===== src/rtl/control_unit_if.sv =====
// Control bundle between the microsequencer and the 12-bit accumulator datapath.
// master = sequencer (drives strobes, reads opcode/Zflag); slave = datapath side.
interface control_unit_if #(
  parameter int opcode_width = 4
);
  logic [opcode_width-1:0] opcode;
  logic                    Zflag;
  logic [2:0]              ALU_Operation;
  logic [2:0]              bus_sel;
  logic                    MAR_ld;
  logic                    IR_ld;
  logic                    AC_ld;
  logic                    PC_ld;
  logic                    PC_inc;
  logic                    mem_rd;
  logic                    mem_wr;
  logic                    halted;

  modport master (
    input  opcode, Zflag,
    output ALU_Operation, bus_sel, MAR_ld, IR_ld, AC_ld, PC_ld, PC_inc,
           mem_rd, mem_wr, halted
  );

  modport slave (
    output opcode, Zflag,
    input  ALU_Operation, bus_sel, MAR_ld, IR_ld, AC_ld, PC_ld, PC_inc,
           mem_rd, mem_wr, halted
  );
endinterface


===== src/rtl/control_unit.sv =====
// Fetch/decode/execute microsequencer; outputs decoded combinationally from state+opcode (0-cycle).
// No backpressure: one instruction at a time, 4-7 cycles each; HALT holds until reset.
module control_unit #(
  parameter int opcode_width = 4
) (
  input  logic             clk,
  input  logic             reset,
  control_unit_if.master   cu
);

  typedef enum logic [3:0] {
    S_RST, FETCH1, FETCH2, FETCH3, DECODE, MEM1, MEM2, EXEC, STORE, JUMP, HALT
  } state_t;

  localparam logic [opcode_width-1:0] op_ldac = opcode_width'(1);
  localparam logic [opcode_width-1:0] op_stac = opcode_width'(2);
  localparam logic [opcode_width-1:0] op_add  = opcode_width'(3);
  localparam logic [opcode_width-1:0] op_sub  = opcode_width'(4);
  localparam logic [opcode_width-1:0] op_mul  = opcode_width'(5);
  localparam logic [opcode_width-1:0] op_inac = opcode_width'(6);
  localparam logic [opcode_width-1:0] op_clac = opcode_width'(7);
  localparam logic [opcode_width-1:0] op_jmp  = opcode_width'(8);
  localparam logic [opcode_width-1:0] op_jmpz = opcode_width'(9);
  localparam logic [opcode_width-1:0] op_halt = opcode_width'(15);

  localparam logic [2:0] alu_idle  = 3'b000;
  localparam logic [2:0] alu_pass  = 3'b001;
  localparam logic [2:0] alu_add   = 3'b010;
  localparam logic [2:0] alu_sub   = 3'b011;
  localparam logic [2:0] alu_mul   = 3'b100;
  localparam logic [2:0] alu_plus1 = 3'b101;
  localparam logic [2:0] alu_zero  = 3'b110;

  localparam logic [2:0] bus_none = 3'd0;
  localparam logic [2:0] bus_pc   = 3'd1;
  localparam logic [2:0] bus_dr   = 3'd2;
  localparam logic [2:0] bus_ac   = 3'd3;
  localparam logic [2:0] bus_ir   = 3'd4;

  state_t state, state_next;

  always_ff @(posedge clk) begin
    if (!reset) state <= S_RST;
    else        state <= state_next;
  end

  always_comb begin
    state_next       = state;
    cu.ALU_Operation = alu_idle;
    cu.bus_sel       = bus_none;
    cu.MAR_ld        = 1'b0;
    cu.IR_ld         = 1'b0;
    cu.AC_ld         = 1'b0;
    cu.PC_ld         = 1'b0;
    cu.PC_inc        = 1'b0;
    cu.mem_rd        = 1'b0;
    cu.mem_wr        = 1'b0;
    cu.halted        = 1'b0;

    case (state)
      S_RST:  state_next = FETCH1;
      FETCH1: begin
        cu.bus_sel = bus_pc;
        cu.MAR_ld  = 1'b1;
        state_next = FETCH2;
      end
      FETCH2: begin
        cu.mem_rd  = 1'b1;
        cu.PC_inc  = 1'b1;
        state_next = FETCH3;
      end
      FETCH3: begin
        cu.bus_sel = bus_dr;
        cu.IR_ld   = 1'b1;
        state_next = DECODE;
      end
      DECODE: begin
        if (cu.opcode == op_ldac || cu.opcode == op_add || cu.opcode == op_sub ||
            cu.opcode == op_mul  || cu.opcode == op_stac)
          state_next = MEM1;
        else if (cu.opcode == op_inac || cu.opcode == op_clac)
          state_next = EXEC;
        else if (cu.opcode == op_jmp || (cu.opcode == op_jmpz && cu.Zflag))
          state_next = JUMP;
        else if (cu.opcode == op_halt)
          state_next = HALT;
        else
          state_next = FETCH1;
      end
      MEM1: begin
        cu.bus_sel = bus_ir;
        cu.MAR_ld  = 1'b1;
        state_next = (cu.opcode == op_stac) ? STORE : MEM2;
      end
      MEM2: begin
        cu.mem_rd  = 1'b1;
        state_next = EXEC;
      end
      EXEC: begin
        cu.AC_ld   = 1'b1;
        state_next = FETCH1;
        // DR-sourced ops put memory data on the bus; INAC/CLAC leave it idle
        if      (cu.opcode == op_ldac) begin cu.ALU_Operation = alu_pass;  cu.bus_sel = bus_dr; end
        else if (cu.opcode == op_add)  begin cu.ALU_Operation = alu_add;   cu.bus_sel = bus_dr; end
        else if (cu.opcode == op_sub)  begin cu.ALU_Operation = alu_sub;   cu.bus_sel = bus_dr; end
        else if (cu.opcode == op_mul)  begin cu.ALU_Operation = alu_mul;   cu.bus_sel = bus_dr; end
        else if (cu.opcode == op_inac) cu.ALU_Operation = alu_plus1;
        else if (cu.opcode == op_clac) cu.ALU_Operation = alu_zero;
      end
      STORE: begin
        cu.bus_sel = bus_ac;
        cu.mem_wr  = 1'b1;
        state_next = FETCH1;
      end
      JUMP: begin
        cu.bus_sel = bus_ir;
        cu.PC_ld   = 1'b1;
        state_next = FETCH1;
      end
      HALT:    cu.halted = 1'b1;
      default: state_next = S_RST;
    endcase

    if (!reset) begin
      cu.ALU_Operation = alu_idle;
      cu.bus_sel       = bus_none;
      cu.MAR_ld        = 1'b0;
      cu.IR_ld         = 1'b0;
      cu.AC_ld         = 1'b0;
      cu.PC_ld         = 1'b0;
      cu.PC_inc        = 1'b0;
      cu.mem_rd        = 1'b0;
      cu.mem_wr        = 1'b0;
      cu.halted        = 1'b0;
    end
  end

endmodule


===== src/flat_wrapper.sv =====
// flat-port wrapper written by rule: the top's interface ports become plain ports
module control_unit_flat 
#(
  parameter int opcode_width = 4
)
  (clk, reset, cu_opcode, cu_Zflag, cu_ALU_Operation, cu_bus_sel, cu_MAR_ld, cu_IR_ld, cu_AC_ld, cu_PC_ld, cu_PC_inc, cu_mem_rd, cu_mem_wr, cu_halted);
  control_unit_if #(.opcode_width(opcode_width)) cu_i ();
  input  logic clk;
  input  logic reset;
  input wire logic [$bits(cu_i.opcode)-1:0] cu_opcode;
  input wire logic [$bits(cu_i.Zflag)-1:0] cu_Zflag;
  output wire logic [$bits(cu_i.ALU_Operation)-1:0] cu_ALU_Operation;
  output wire logic [$bits(cu_i.bus_sel)-1:0] cu_bus_sel;
  output wire logic [$bits(cu_i.MAR_ld)-1:0] cu_MAR_ld;
  output wire logic [$bits(cu_i.IR_ld)-1:0] cu_IR_ld;
  output wire logic [$bits(cu_i.AC_ld)-1:0] cu_AC_ld;
  output wire logic [$bits(cu_i.PC_ld)-1:0] cu_PC_ld;
  output wire logic [$bits(cu_i.PC_inc)-1:0] cu_PC_inc;
  output wire logic [$bits(cu_i.mem_rd)-1:0] cu_mem_rd;
  output wire logic [$bits(cu_i.mem_wr)-1:0] cu_mem_wr;
  output wire logic [$bits(cu_i.halted)-1:0] cu_halted;
  assign cu_i.opcode = cu_opcode;
  assign cu_i.Zflag = cu_Zflag;
  assign cu_ALU_Operation = cu_i.ALU_Operation;
  assign cu_bus_sel = cu_i.bus_sel;
  assign cu_MAR_ld = cu_i.MAR_ld;
  assign cu_IR_ld = cu_i.IR_ld;
  assign cu_AC_ld = cu_i.AC_ld;
  assign cu_PC_ld = cu_i.PC_ld;
  assign cu_PC_inc = cu_i.PC_inc;
  assign cu_mem_rd = cu_i.mem_rd;
  assign cu_mem_wr = cu_i.mem_wr;
  assign cu_halted = cu_i.halted;
  control_unit #(.opcode_width(opcode_width)) u_core (.clk(clk), .reset(reset), .cu(cu_i));
endmodule

===== config.mk =====
export PLATFORM = sky130hd
export DESIGN_NAME = control_unit_flat
export DESIGN_NICKNAME = d
export VERILOG_FILES = /design/src/rtl/control_unit_if.sv /design/src/rtl/control_unit.sv /design/src/flat_wrapper.sv
export SDC_FILE = /design/constraint.sdc
export NUM_CORES = 1
export LEC_CHECK = 0
export BUFFER_PORTS_ARGS = -buffer_cell sky130_fd_sc_hd__buf_2
export CAP_MARGIN = 5
export CORE_AREA = 2 2 39 41
export CTS_CLUSTER_SIZE = 28
export DETAILED_ROUTE_END_ITERATION = 16
export DIE_AREA = 0 0 41 43
export PLACE_DENSITY = 0.72
export SYNTH_ARGS = -nofsm -noshare
export SYNTH_HDL_FRONTEND = slang
export SYNTH_SLANG_ARGS = --single-unit

===== constraint.sdc =====
create_clock -name clk -period 1.55 [get_ports clk]
set_input_delay 0.31 -clock clk [delete_from_list [all_inputs] [get_ports clk]]
set_output_delay 0.31 -clock clk [all_outputs]
set_load 0.005 [all_outputs]

Yosys cells after proc, flatten, opt, wreduce, memory -nomap -nowiden

Index checks and enable logic that the tools add are counted.

Add/sub/neg operators: 0
Reduce and logical (&&, ||, !) cells: 12
Divide/modulo/power cells: 0
Equality and inequality tests: 20
Multiplexer cells: 36
Bitwise gates (word level): 0
Order comparisons: 0
Shift-type cells: 0
$mul: 0

Operators with widths:

| cell                                                | number |
|---|---|
| two-way mux 3 bit                                   | 12 |
| equality test 4 x 3 -> 1 bit, second input constant | 8 |
| case mux 4 bit (8 select lines)                     | 1 |
| equality test 4 bit, second input constant          | 6 |
| two-way mux 4 bit                                   | 5 |
| equality test 4 x 2 -> 1 bit, second input constant | 4 |
| two-way mux 1 bit                                   | 16 |
| case mux 3 bit (5 select lines)                     | 1 |
| equality test 4 x 1 -> 1 bit, second input constant | 2 |
| logical OR 1 bit                                    | 6 |
| OR reduction 2 bit                                  | 3 |
| zero test 4 bit                                     | 1 |
| OR reduction 4 bit                                  | 1 |
| two-way mux 2 bit                                   | 1 |
| logical AND 1 bit                                   | 1 |

RAM bits: 0
Logic and storage cells: 69
Output and inout port bits: 14
Bits of input ports: 7
Memory bits (read-only): 0
Latch bits: 0
Memories kept: 0
Register bits after elaboration: 4

Logic depth before layout (Yosys ltp)

Depth in word-level cells: 9
Gate-level depth with buffers: 5
Mapped depth without buffers: 4

Worst setup path before layout

OpenSTA, ideal clock, no wires.

Path type: input-to-output
Start: in cu_opcode[1]
End: out cu_bus_sel[1]
Required time: 1.240 ns
Slack: 0.117 ns
Arrival: 1.123 ns
Buffers on the path: 1
Stages on the path: 4
Path through: buf_2 mux2_2 o32ai_1 and3_1

Longest elaborated chain between the ends: 7
Elaborated cells on any way between the ends: 10
Those cells by class: eq/ne: 4; mux: 6

Ends and longest elaborated chain:

| element                           | line                | source |
|---|---|---|
| start, declared                   | flat_wrapper.sv:10  | `input wire logic [$bits(cu_i.opcode)-1:0] cu_opcode;` |
| equality test 4 x 3 -> 1 bit      | control_unit.sv:106 | `else if (cu.opcode == op_mul) begin cu.ALU_Operation = alu_mul; cu.bus_sel = bus_dr; end` |
| two-way mux 2 bit                 | control_unit.sv:106 |  |
| two-way mux 3 bit                 | control_unit.sv:105 | `else if (cu.opcode == op_sub) begin cu.ALU_Operation = alu_sub; cu.bus_sel = bus_dr; end` |
| two-way mux 3 bit                 | control_unit.sv:104 | `else if (cu.opcode == op_add) begin cu.ALU_Operation = alu_add; cu.bus_sel = bus_dr; end` |
| two-way mux 3 bit *               | control_unit.sv:103 | `if (cu.opcode == op_ldac) begin cu.ALU_Operation = alu_pass; cu.bus_sel = bus_dr; end` |
| case mux 3 bit (5 select lines) * | control_unit.sv:60  | `case (state)` |
| two-way mux 3 bit *               | control_unit.sv:124 | `if (!reset) begin` |
| end, declared                     | flat_wrapper.sv:13  | `output wire logic [$bits(cu_i.bus_sel)-1:0] cu_bus_sel;` |

Mark *: on every way between the ends. The rest lies on a longest branch, timed or not.

Final worst setup path

Start: reg u_core.state[1]
End: out cu_bus_sel[1]

Longest elaborated chain between the ends: 4
Elaborated cells on any way between the ends: 9
Those cells by class: eq/ne: 6; mux: 2; reduce/logical: 1

Ends and longest elaborated chain:

| element                                                             | line                | source |
|---|---|---|
| start, declared                                                     | control_unit.sv:40  | `state_t state, state_next;` |
| start signal, assigned                                              | control_unit.sv:44  | `else state <= state_next;` |
| equality test 4 x 3 -> 1 bit or equality test 4 bit (tied branches) | control_unit.sv:60  |  |
| OR reduction 2 bit (no line)                                        | -                   |  |
| case mux 3 bit (5 select lines) *                                   | control_unit.sv:60  |  |
| two-way mux 3 bit *                                                 | control_unit.sv:124 |  |

Marks and branches as above.

==> impl_metrics.toml <==
[worst_setup_path]
cp-start-kind = "flip-flop"
max_stage_delay_ns = 0.34
path_cells = "buf_6, buf_4, a21oi_2, o32ai_2, and3_1, buf_2"
path_max_fanout = 6
slowest_stage = "dfxtp_4"
crit_arrival_ns = 1.31
endpoint_kind = "primary output"
worstSetupPathType = "reg -> out"
cp.required_ns = 1.24

[synth]
yosysSeqAreaShare_pct = 15.2
yosys-top-cells-area = "dfxtp_1, nand2_1, nor3_1"
syn-num-nets = 84
synth-edff-count = 0
synthTopCellsByCount = "nand2_1, nor2_1, nor3_1"
synth_warnings = 0
synth.distinct_cells = 37
synth.most_common_cell = "nand2_1"
synthCells = 77
synth_top_cell_area_share_pct = 15.2
synth-seq-cells = 4
synth-main-ff-cell = "dfxtp_1"
synth_area_um2 = 528
synthArstFlopShare_pct = 0
synth.largest_area_cell = "dfxtp_1"
avgSynthCellArea_um2 = 6.86

[placed_design]
io_buffers = 20
hpwl_um = 1080
place.gp.congestion = 0.734
dp_slack_ns = -0.0496

[cts]
cts.sinks = 4
clock_latency_ns = 0.24
root_buffer = "clkbuf_4"
htreeDepth = 1
clk_path_buf_depth = 2
path_clk_slew_ns = 0.04
cts_tree = "yes"
numCtsBuffers = 3

[floorplan]
die_y_um = 43
io_pins = 21
die_area_um2 = 1760
core_um2 = 1380
start_util_pct = 38.2
die-width_um = 41
core.rowCount = 14

[status]
violations = "negative setup slack"
status = "complete, but fails checks"

[power]
vdd_drop_max_v = 0.000267
pwr_density_cell_nw_per_um2 = 541
cellLeakagePower_nw = 0.388

[finish]
largest_reg_flops = 4
areaGrowthSynthToFinish_pct = 62.1
layout.nets = 119
diodes = 0
top_regs = "u_core.state (4)"
largest_register = "u_core.state"
final_util_pct = 61.8
drive_above_1_share_pct = 61.8

[timing]
setup_ws_ns = -0.0714
slew_viol_final = 0
timing.fmax_ghz = 0.617
hold_viol = 0
min_period_ns = 1.62
tightest_slew_ns = 0.270
fin_worst_skew_ns = 0.00375
setup_viol = 6
finalCritPeriodShare_pct = 105
rsz0062_at_grt = "true"
slew_headroom_pct = 81.8
fin_hold_ws_ns = 0.365
tns_ns = -0.224

[global_route]
grt_max_degree = 11
antenna_found_initial = 0
grt-ovfl-total = 0
first_global_vias = 568
grt_pass1_wl_um = 2230
track_usage_pct = 18.1

[routing]
dr.first_iter.drc_count = 3
via_per_inst = 5.10
vias = 643
routed_wl_um = 1450
first_pass_iters = 4
ant_nets = 0
post-route-drc-count = 0
detail_route.wl_per_cell_um = 11.5

[worst_hold_path]
hp-class = "in -> reg"

[job]
maxCapViolations = 0
==> critical path, delay by kind of cell (launching register included) <==
kind | cells | cell delay (ns)
buffers and inverters | 3 | 0.37
and+or+nand+nor | 1 | 0.16
DFF | 1 | 0.34
AOI/OAI and AO/OA | 2 | 0.20
==> through the flow <==
step	cells	total power [mW]	instance area, um2
2_1_floorplan	77	0.224	528
3_3_place_gp	119	0.277	698
3_5_place_dp	119	0.282	698
4_1_cts	125	0.445	790
5_1_grt	126	0.497	856
6_report	126	0.463	856
==> final cells by class <==
| class | instances | area [um2] |
|---|---|---|
| Timing Repair Buffer | 37 | 239 |
| Sequential cell | 4 | 92.6 |
| Multi-Input combinational cell | 64 | 472 |
| Clock buffer | 3 | 22.5 |
| Fill cell | 130 | 528 |
| Inverter | 2 | 10.0 |
| Tap cell | 16 | 20.0 |
==> layer usage <==
metal	share of wire (%)	track usage, %	wire (um)	vias to the layer above
met4	1.4	10.0	20	0
met2	51	30.9	744	19
met3	4.3	1.57	62	3
met5	0	0	0	-
met1	43	20.4	625	280
li1	-	-	-	341
==> final timing paths <==
check | startpoint | endpoint | slack, ns | cells after the start
worst min register to register | u_core.state[3]$_SDFFE_PN0P_ | u_core.state[2]$_SDFFE_PN0P_ | 0.61 | 2
worst max-delay path | u_core.state[1]$_SDFFE_PN0P_ | cu_bus_sel[1] | -0.07 | 6
worst min-delay path | reset | u_core.state[0]$_SDFFE_PN0P_ | 0.36 | 2
worst max register to register | u_core.state[1]$_SDFFE_PN0P_ | u_core.state[3]$_SDFFE_PN0P_ | 0.21 | 6
==> cell families after synthesis <==
kind of cell              count (synthesis)  synth area share, %
AOI/OAI and AO/OA                        13                 15.4
xor gates and xnor gates                  1                 1.66
buffers and inverters                     9                 10.9
DFF                                       4                 15.2
muxes                                     2                 4.03
and+or+nand+nor                          48                 52.8
==> cell usage in the layout (no fill, tap or decap), types with 2 or more instances in the layout <==
cell type	n
buf_2	20
buf_4	14
nand2_1	9
nor2_1	5
nor3b_2	3
a21oi_1	3
nor3_1	3
nor3_2	3
clkbuf_4	3
buf_6	3
dfxtp_4	3
a21oi_2	2
o21ai_0	2
and3_1	2
nor2b_2	2
nand2b_1	2
nor2_2	2
nand3_1	2
or3_1	2
nand3b_1	2
==> what timing repair did <==
action,CTS,global route
cloned,0,0
hold buffers,0,0
resized for setup,15,14
pin swaps,4,5
setup buffers,3,1
setup endpoints to repair,7,12
==> power by group <==
part / leakage, nW / internal [mW] / switching [mW] / total, mW
registers: 0.0352 / 0.112 / 0.0126 / 0.124
clock network: 0.0138 / 0.0866 / 0.0439 / 0.131
logic: 0.339 / 0.110 / 0.0986 / 0.208
Power figures use the tool's default switching activity.
